File: config.mk
export PLATFORM = sky130hd
export DESIGN_NAME = reg_file_param
export DESIGN_NICKNAME = d
export VERILOG_FILES = /design/src/rtl/reg_file_pkg.sv /design/src/rtl/reg_file_sweep_ctrl.sv /design/src/rtl/reg_file_param.sv
export SDC_FILE = /design/constraint.sdc
export NUM_CORES = 1
export LEC_CHECK = 0
export CAP_MARGIN = 20
export CORE_MARGIN = 10
export CORE_UTILIZATION = 25
export CTS_BUF_LIST = sky130_fd_sc_hd__clkbuf_2 sky130_fd_sc_hd__clkbuf_4 sky130_fd_sc_hd__clkbuf_8
export CTS_CLUSTER_SIZE = 16
export DETAILED_ROUTE_END_ITERATION = 6
export PLACE_DENSITY = 0.48
export SYNTH_ARGS = -nofsm -noshare
export SYNTH_HDL_FRONTEND = slang
export SYNTH_SLANG_ARGS = --single-unit
File: constraint.sdc
create_clock -name CLK -period 8.3 [get_ports CLK]
set_clock_uncertainty 0.1 [all_clocks]
set_input_delay 2.075 -clock CLK [delete_from_list [all_inputs] [get_ports CLK]]
set_output_delay 2.075 -clock CLK [all_outputs]
set_load 0.01 [all_outputs]
File: src/rtl/reg_file_pkg.sv
// Shared types and default dimensions for the parametrised register file.
package reg_file_pkg;

   typedef enum logic {IDLE, SWEEP} state_t;

   localparam int DEF_DATA_W = 8;
   localparam int DEF_ADDR_W = 3;

endpackage

File: src/rtl/reg_file_sweep_ctrl.sv
// Clear-sweep controller: walks a pointer over every entry, one per cycle, and
// owns the BUSY / CLEAR_DONE / WRITE_ERR handshake outputs.
module reg_file_sweep_ctrl
   import reg_file_pkg::*;
#(
   parameter int ADDR_W = DEF_ADDR_W
) (
   input  logic              CLK,
   input  logic              RESET,
   input  logic              WRITE,
   input  logic              CLEAR_REQ,
   output logic              BUSY,
   output logic              CLEAR_DONE,
   output logic              WRITE_ERR,
   output logic              sweep_we,
   output logic [ADDR_W-1:0] sweep_addr
);

   state_t            state;
   logic [ADDR_W-1:0] ptr;

   always_ff @(posedge CLK) begin
      if (RESET) begin
         state      <= IDLE;
         ptr        <= '0;
         BUSY       <= 1'b0;
         CLEAR_DONE <= 1'b0;
         WRITE_ERR  <= 1'b0;
      end else begin
         CLEAR_DONE <= 1'b0;
         WRITE_ERR  <= 1'b0;
         case (state)
            IDLE: begin
               if (CLEAR_REQ) begin
                  state <= SWEEP;
                  ptr   <= '0;
                  BUSY  <= 1'b1;
               end
            end
            SWEEP: begin
               WRITE_ERR <= WRITE;
               ptr       <= ptr + 1'b1;
               // Pointer at the last entry: this edge finishes the sweep and ptr wraps to 0.
               if (ptr == '1) begin
                  state      <= IDLE;
                  BUSY       <= 1'b0;
                  CLEAR_DONE <= 1'b1;
               end
            end
            default: state <= IDLE;
         endcase
      end
   end

   assign sweep_we   = (state == SWEEP);
   assign sweep_addr = ptr;

endmodule

File: src/rtl/reg_file_param.sv
// Parametrised 2-read / 1-write register file with clear sweep and optional zero
// register. Define REGFILE_BYPASS_EN for write-first read bypass in IDLE.
module reg_file_param
   import reg_file_pkg::*;
#(
   parameter int DATA_W   = DEF_DATA_W,
   parameter int ADDR_W   = DEF_ADDR_W,
   parameter int ZERO_REG = 0
) (
   input  logic              CLK,
   input  logic              RESET,
   input  logic              WRITE,
   input  logic [ADDR_W-1:0] INADDRESS,
   input  logic [DATA_W-1:0] IN,
   input  logic [ADDR_W-1:0] OUT1ADDRESS,
   output logic [DATA_W-1:0] OUT1,
   input  logic [ADDR_W-1:0] OUT2ADDRESS,
   output logic [DATA_W-1:0] OUT2,
   input  logic              CLEAR_REQ,
   output logic              BUSY,
   output logic              CLEAR_DONE,
   output logic              WRITE_ERR
);

   localparam int DEPTH = 1 << ADDR_W;
   localparam bit ZR    = (ZERO_REG != 0);

   logic [DATA_W-1:0] mem [DEPTH];
   logic              sweep_we;
   logic [ADDR_W-1:0] sweep_addr;
   logic              user_we;

   reg_file_sweep_ctrl #(.ADDR_W(ADDR_W)) u_ctrl (
      .CLK        (CLK),
      .RESET      (RESET),
      .WRITE      (WRITE),
      .CLEAR_REQ  (CLEAR_REQ),
      .BUSY       (BUSY),
      .CLEAR_DONE (CLEAR_DONE),
      .WRITE_ERR  (WRITE_ERR),
      .sweep_we   (sweep_we),
      .sweep_addr (sweep_addr)
   );

   // User writes only land in IDLE; entry 0 is read-only when it is the zero register.
   assign user_we = WRITE && !sweep_we && !(ZR && INADDRESS == '0);

   always_ff @(posedge CLK) begin
      if (RESET) begin
         for (int i = 0; i < DEPTH; i++) mem[i] <= '0;
      end else if (sweep_we) begin
         mem[sweep_addr] <= '0;
      end else if (user_we) begin
         mem[INADDRESS] <= IN;
      end
   end

   always_comb begin
      OUT1 = mem[OUT1ADDRESS];
      OUT2 = mem[OUT2ADDRESS];
`ifdef REGFILE_BYPASS_EN
      if (user_we && OUT1ADDRESS == INADDRESS) OUT1 = IN;
      if (user_we && OUT2ADDRESS == INADDRESS) OUT2 = IN;
`endif
      // Zero register overrides both storage and bypass.
      if (ZR && OUT1ADDRESS == '0) OUT1 = '0;
      if (ZR && OUT2ADDRESS == '0) OUT2 = '0;
   end

endmodule

; Word-level counts from Yosys, hierarchy flattened
; Memories as Yosys holds them, arrays and structs flattened.
; Cells that the tools add are included.
[word_totals]
reg_bits = 7
latch_bits = 0
ramBits = 64
romBits = 0
out_inout_bits = 19
memories = 1
[classes]
addsub = 1
n_mul = 0
div = 0
n_lt_le_gt_ge = 0
n_eq_ne = 3
shift = 0
n_mux = 24
bitwise_logic = 1
reduce_logical = 6
[memory_table]
columns = memory, words, width, read_ports, rd_clocked_by_memory_dff, write_ports, line
row1 = mem, 8, 8, 2, 0, 8, reg_file_param.sv:28  ; logic [DATA_W-1:0] mem [DEPTH];
[op_table]
columns = operator, n
row1 = two-way mux 1 bit, 16
row2 = two-way mux 8 bit, 2
row3 = OR reduction 8 bit, 2
row4 = two-way mux 3 bit, 3
row5 = one-hot mux 3 bit (2 select lines), 1
row6 = "inequality test 2 bit, second input constant", 2
row7 = one-hot mux 1 bit (2 select lines), 2
row8 = "adder 3 x 1 -> 3 bit, second input constant", 1
row9 = "== test 3 bit, second input constant", 1
row10 = AND reduction 2 bit, 1
row11 = OR reduction 2 bit, 1
row12 = logical AND 1 bit, 1
row13 = logical NOT 1 bit, 1
row14 = inverter 1 bit, 1

; Depth between registers and ports, before layout
[depth]
ltp_word = 8
ltp_mapped = 5

; Modules after synthesis
; Synthesis repeated with hierarchy kept, for this count alone.
[unflattened]
cells_unflattened = 256
area_unflattened_um2 = 3875.0
[modules_own_cells]
columns = module, instances, cells_each, area_each_um2, seq_area_each_um2
row1 = reg_file_param, 1, 229, 3588.4, 1921.8
row2 = reg_file_sweep_ctrl, 1, 27, 286.5, 140.1

; Worst setup path after synthesis
; OpenSTA, ideal clock, no wires.
[synth_path]
kind = input to output
from = input port OUT1ADDRESS[0]
to = output port OUT1[0]
t_arrival_ns = 3.410
required_ns = 6.125
path_slack_ns = 2.715
cell_stages = 4
n_path_buf = 2
cell_sequence = buf_2 > buf_2 > mux4_2 > mux2_2
[synth_via]
elab_chain_len = 1
[synth_rtl]
columns = item, line
row1 = from (decl), reg_file_param.sv:15  ; input logic [ADDR_W-1:0] OUT1ADDRESS,
row2 = memory read (8 x 8 bit), n/a
row3 = to (decl), reg_file_param.sv:16  ; output logic [DATA_W-1:0] OUT1,
; Every way passes these cells.

; Worst setup path in the final report
[layout_path]
from = input port OUT2ADDRESS[1]
to = output port OUT2[6]
[layout_via]
elab_chain_len = 1
[layout_rtl]
columns = item, line
row1 = from (decl), reg_file_param.sv:17  ; input logic [ADDR_W-1:0] OUT2ADDRESS,
row2 = memory read (8 x 8 bit), n/a
row3 = to (decl), reg_file_param.sv:18  ; output logic [DATA_W-1:0] OUT2,
; Every way passes these cells.

==> results.json <==
{
  "p_int_uw": 665,
  "pwr_density_cell_nw_per_um2": 185,
  "most-common-layout-cells": "66 x and2_1, 64 x edfxtp_1, 39 x clkdlybuf4s50_1, 32 x mux4_2, 16 x mux2_2",
  "required_ns": 6.12,
  "syn_area_sq_um": 3850,
  "dp.cells": 469,
  "final_cells": 485,
  "start_kind": "input port",
  "first_global_vias": 2562,
  "worstHoldPathType": "flop to flop",
  "grt_pass1_wl_um": 16000,
  "path_clk_slew_ns": 0.07,
  "num_io_pins": 40,
  "postSynthCellCount": 249,
  "cp_max_fo": 16,
  "core_sq_um": 15100,
  "ctsResizeCount": 0,
  "routed-via-count": 2283,
  "outcome": "finished, final reports clean",
  "wl_per_cell_um": 22.0,
  "fin_hold_ws_ns": 0.391,
  "grt_max_degree": 25,
  "synthTopCellsByArea": "edfxtp_1 50%, mux4_2 19%, and2_1 11%",
  "clkPwrFrac_pct": 39.2,
  "timing.rr.end": "mem[2][0]",
  "yosys.area.top_type_share_pct": 49.9,
  "min_from": "u_ctrl.sweep_addr[0]",
  "clk_latency_ns": 0.35,
  "path_class": "input port to primary output",
  "syn_to_final_growth_pct": 22.3,
  "routed_wl_um": 10600,
  "cts_buffers": 9,
  "power.leakage_uw": 0.00164,
  "r2r_setup_slack_ns": 5.54,
  "cts_tree": "done",
  "avgViaCountPerCell": 4.71,
  "rsz0062_at_grt": "false",
  "clockRootBuffer": "clkbuf_8",
  "hold_violations": 0,
  "slew_violations": 0,
  "switching_share_pct": 23.6,
  "final_antenna_net_count": 0,
  "hold_depth": 2,
  "final_common_cell": "and2_1",
  "gp_congestion": 0.733,
  "max-cap-violations": 0,
  "synth_nets": 272,
  "fin_nets": 315,
  "post-route-min-period_ns": 6.57,
  "die_x_um": 144,
  "p_switching_uw": 205,
  "io_buffers": 39,
  "setup_tns_ns": 0,
  "setup_viol": 0,
  "slew_headroom_pct": 26.4,
  "vdd_drop_max_mv": 0.0992,
  "clock-sinks": 71,
  "die-area_sq_um": 20800,
  "avgSynthCellArea_sq_um": 15.5,
  "ys_seq_elements": 71,
  "cts_setup_buffers": 0,
  "yosysTopAreaCell": "edfxtp_1",
  "worstRegToRegCells": 3,
  "worst_hold_path.endpoint": "u_ctrl.sweep_addr[0]",
  "dr.pass1.iters": 4,
  "overflow": 0,
  "min_period_over_period_pct": 79.1,
  "fillers": 1498,
  "cts.htree.levels": 3,
  "die_h_um": 144,
  "crit_path_end_kind": "primary output",
  "clock.fmax_ghz": 0.152,
  "clk_path_buf_depth": 2,
  "ctsHoldBuffers": 0,
  "initial_core_util_pct": 25.4,
  "ys.warnings.count": 0,
  "rows": 45,
  "pwr-share-seq_pct": 47.5,
  "track_usage_pct": 10.7,
  "yosysUniqueCellTypes": 28,
  "dp_hpwl_um": 7280,
  "combPwrFrac_pct": 13.3,
  "r2r-start": "u_ctrl.sweep_we",
  "drc": 0,
  "tightest_slew_ns": 1.10,
  "drive_gt1_share_pct": 24.9,
  "crit_arrival_ns": 4.39,
  "n_antenna_cell": 0,
  "yosysSeqAreaShare_pct": 53.5,
  "antenna_found_initial": 0,
  "drt_iter0_markers": 182
}
==> worst max-delay path, cell delays in order <==
cell,delay (ns)
clkdlybuf4s50_1,1.08
mux4_2,0.42
mux2_2,0.31
clkdlybuf4s50_1,0.49
==> area by class of cell <==
class	count	area [sq um]	area share, %
Clock buffer	9	124	2.63
Sequential cell	71	2060	43.7
Multi-Input combinational cell	161	1720	36.6
Tap cell	188	235	4.99
Timing Repair Buffer	45	435	9.24
Inverter	4	15.0	0.319
Clock inverter	7	119	2.52
==> cell usage after synthesis (all sizes together) <==
master / n
dfxtp: 7
a21o: 6
mux4: 32
a21oi: 6
a2111oi: 4
o21bai: 2
inv: 4
nor2: 4
nand2b: 1
ha: 2
and2: 66
and3b: 2
nor3b: 3
buf: 7
nand4bb: 1
nand2: 3
clkbuf: 6
or3b: 1
nor3: 4
mux2: 16
o32ai: 3
o32a: 1
a211oi: 1
nand3b: 1
or4b: 1
edfxtp: 64
nor2b: 1
==> metal layers <==
layer	part of all wire, %	track usage, %	up-vias
li1	-	-	1057
met1	43	13.2	1142
met2	47	17.4	74
met3	8.0	4.00	10
met4	1.2	2.61	0
met5	0	0	-
==> power by group through the flow <==
stage / Clock, uW / Sequential (uW) / Combinational (uW)
6_report: 341 / 414 / 116
5_1_grt: 363 / 416 / 125
4_1_cts: 351 / 414 / 119
3_5_place_dp: 0 / 422 / 118
3_3_place_gp: 0 / 421 / 117
2_1_floorplan: 0 / 417 / 65.6
==> through the flow <==
step / setup slack (ns) / total power, uW / area [sq um] / util [%]
floorplan: 2.72 / 483 / 3850 / -
detailed placement: 1.71 / 540 / 4470 / 29.5
global placement: 1.71 / 539 / 4470 / 29.5
finish: 1.73 / 871 / 4710 / 31.1
CTS: 1.70 / 884 / 4710 / 31.1
global route: 1.65 / 904 / 4710 / 31.1
==> how the worst max path moves through the flow <==
stage / to / start / depth (start not counted)
3_3_place_gp: OUT2[0] / OUT2ADDRESS[1] / 4
2_1_floorplan: OUT1[0] / OUT1ADDRESS[0] / 4
3_5_place_dp: OUT2[0] / OUT2ADDRESS[1] / 4
4_1_cts: OUT2[0] / OUT2ADDRESS[1] / 4
5_1_grt: OUT2[0] / OUT2ADDRESS[1] / 4
6_report: OUT2[6] / OUT2ADDRESS[1] / 4
==> kinds of logic after synthesis <==
group	share of synthesized area (%)
AND/OR/NAND/NOR	14.4
flip-flops	53.5
multiplexers	23.4
AO/OA/AOI/OAI	6.33
buffers and inverters	1.79
adder cells (fa/ha/maj)	0.649
==> sequential cells by signal, indices dropped and copies added (netlist names) <==
| signal | count |
|---|---|
| u_ctrl.CLEAR_DONE | 1 |
| mem | 64 |
| u_ctrl.WRITE_ERR | 1 |
| u_ctrl.sweep_addr | 3 |
| u_ctrl.BUSY | 1 |
| u_ctrl.sweep_we | 1 |
(Power assumes the default switching activity.)
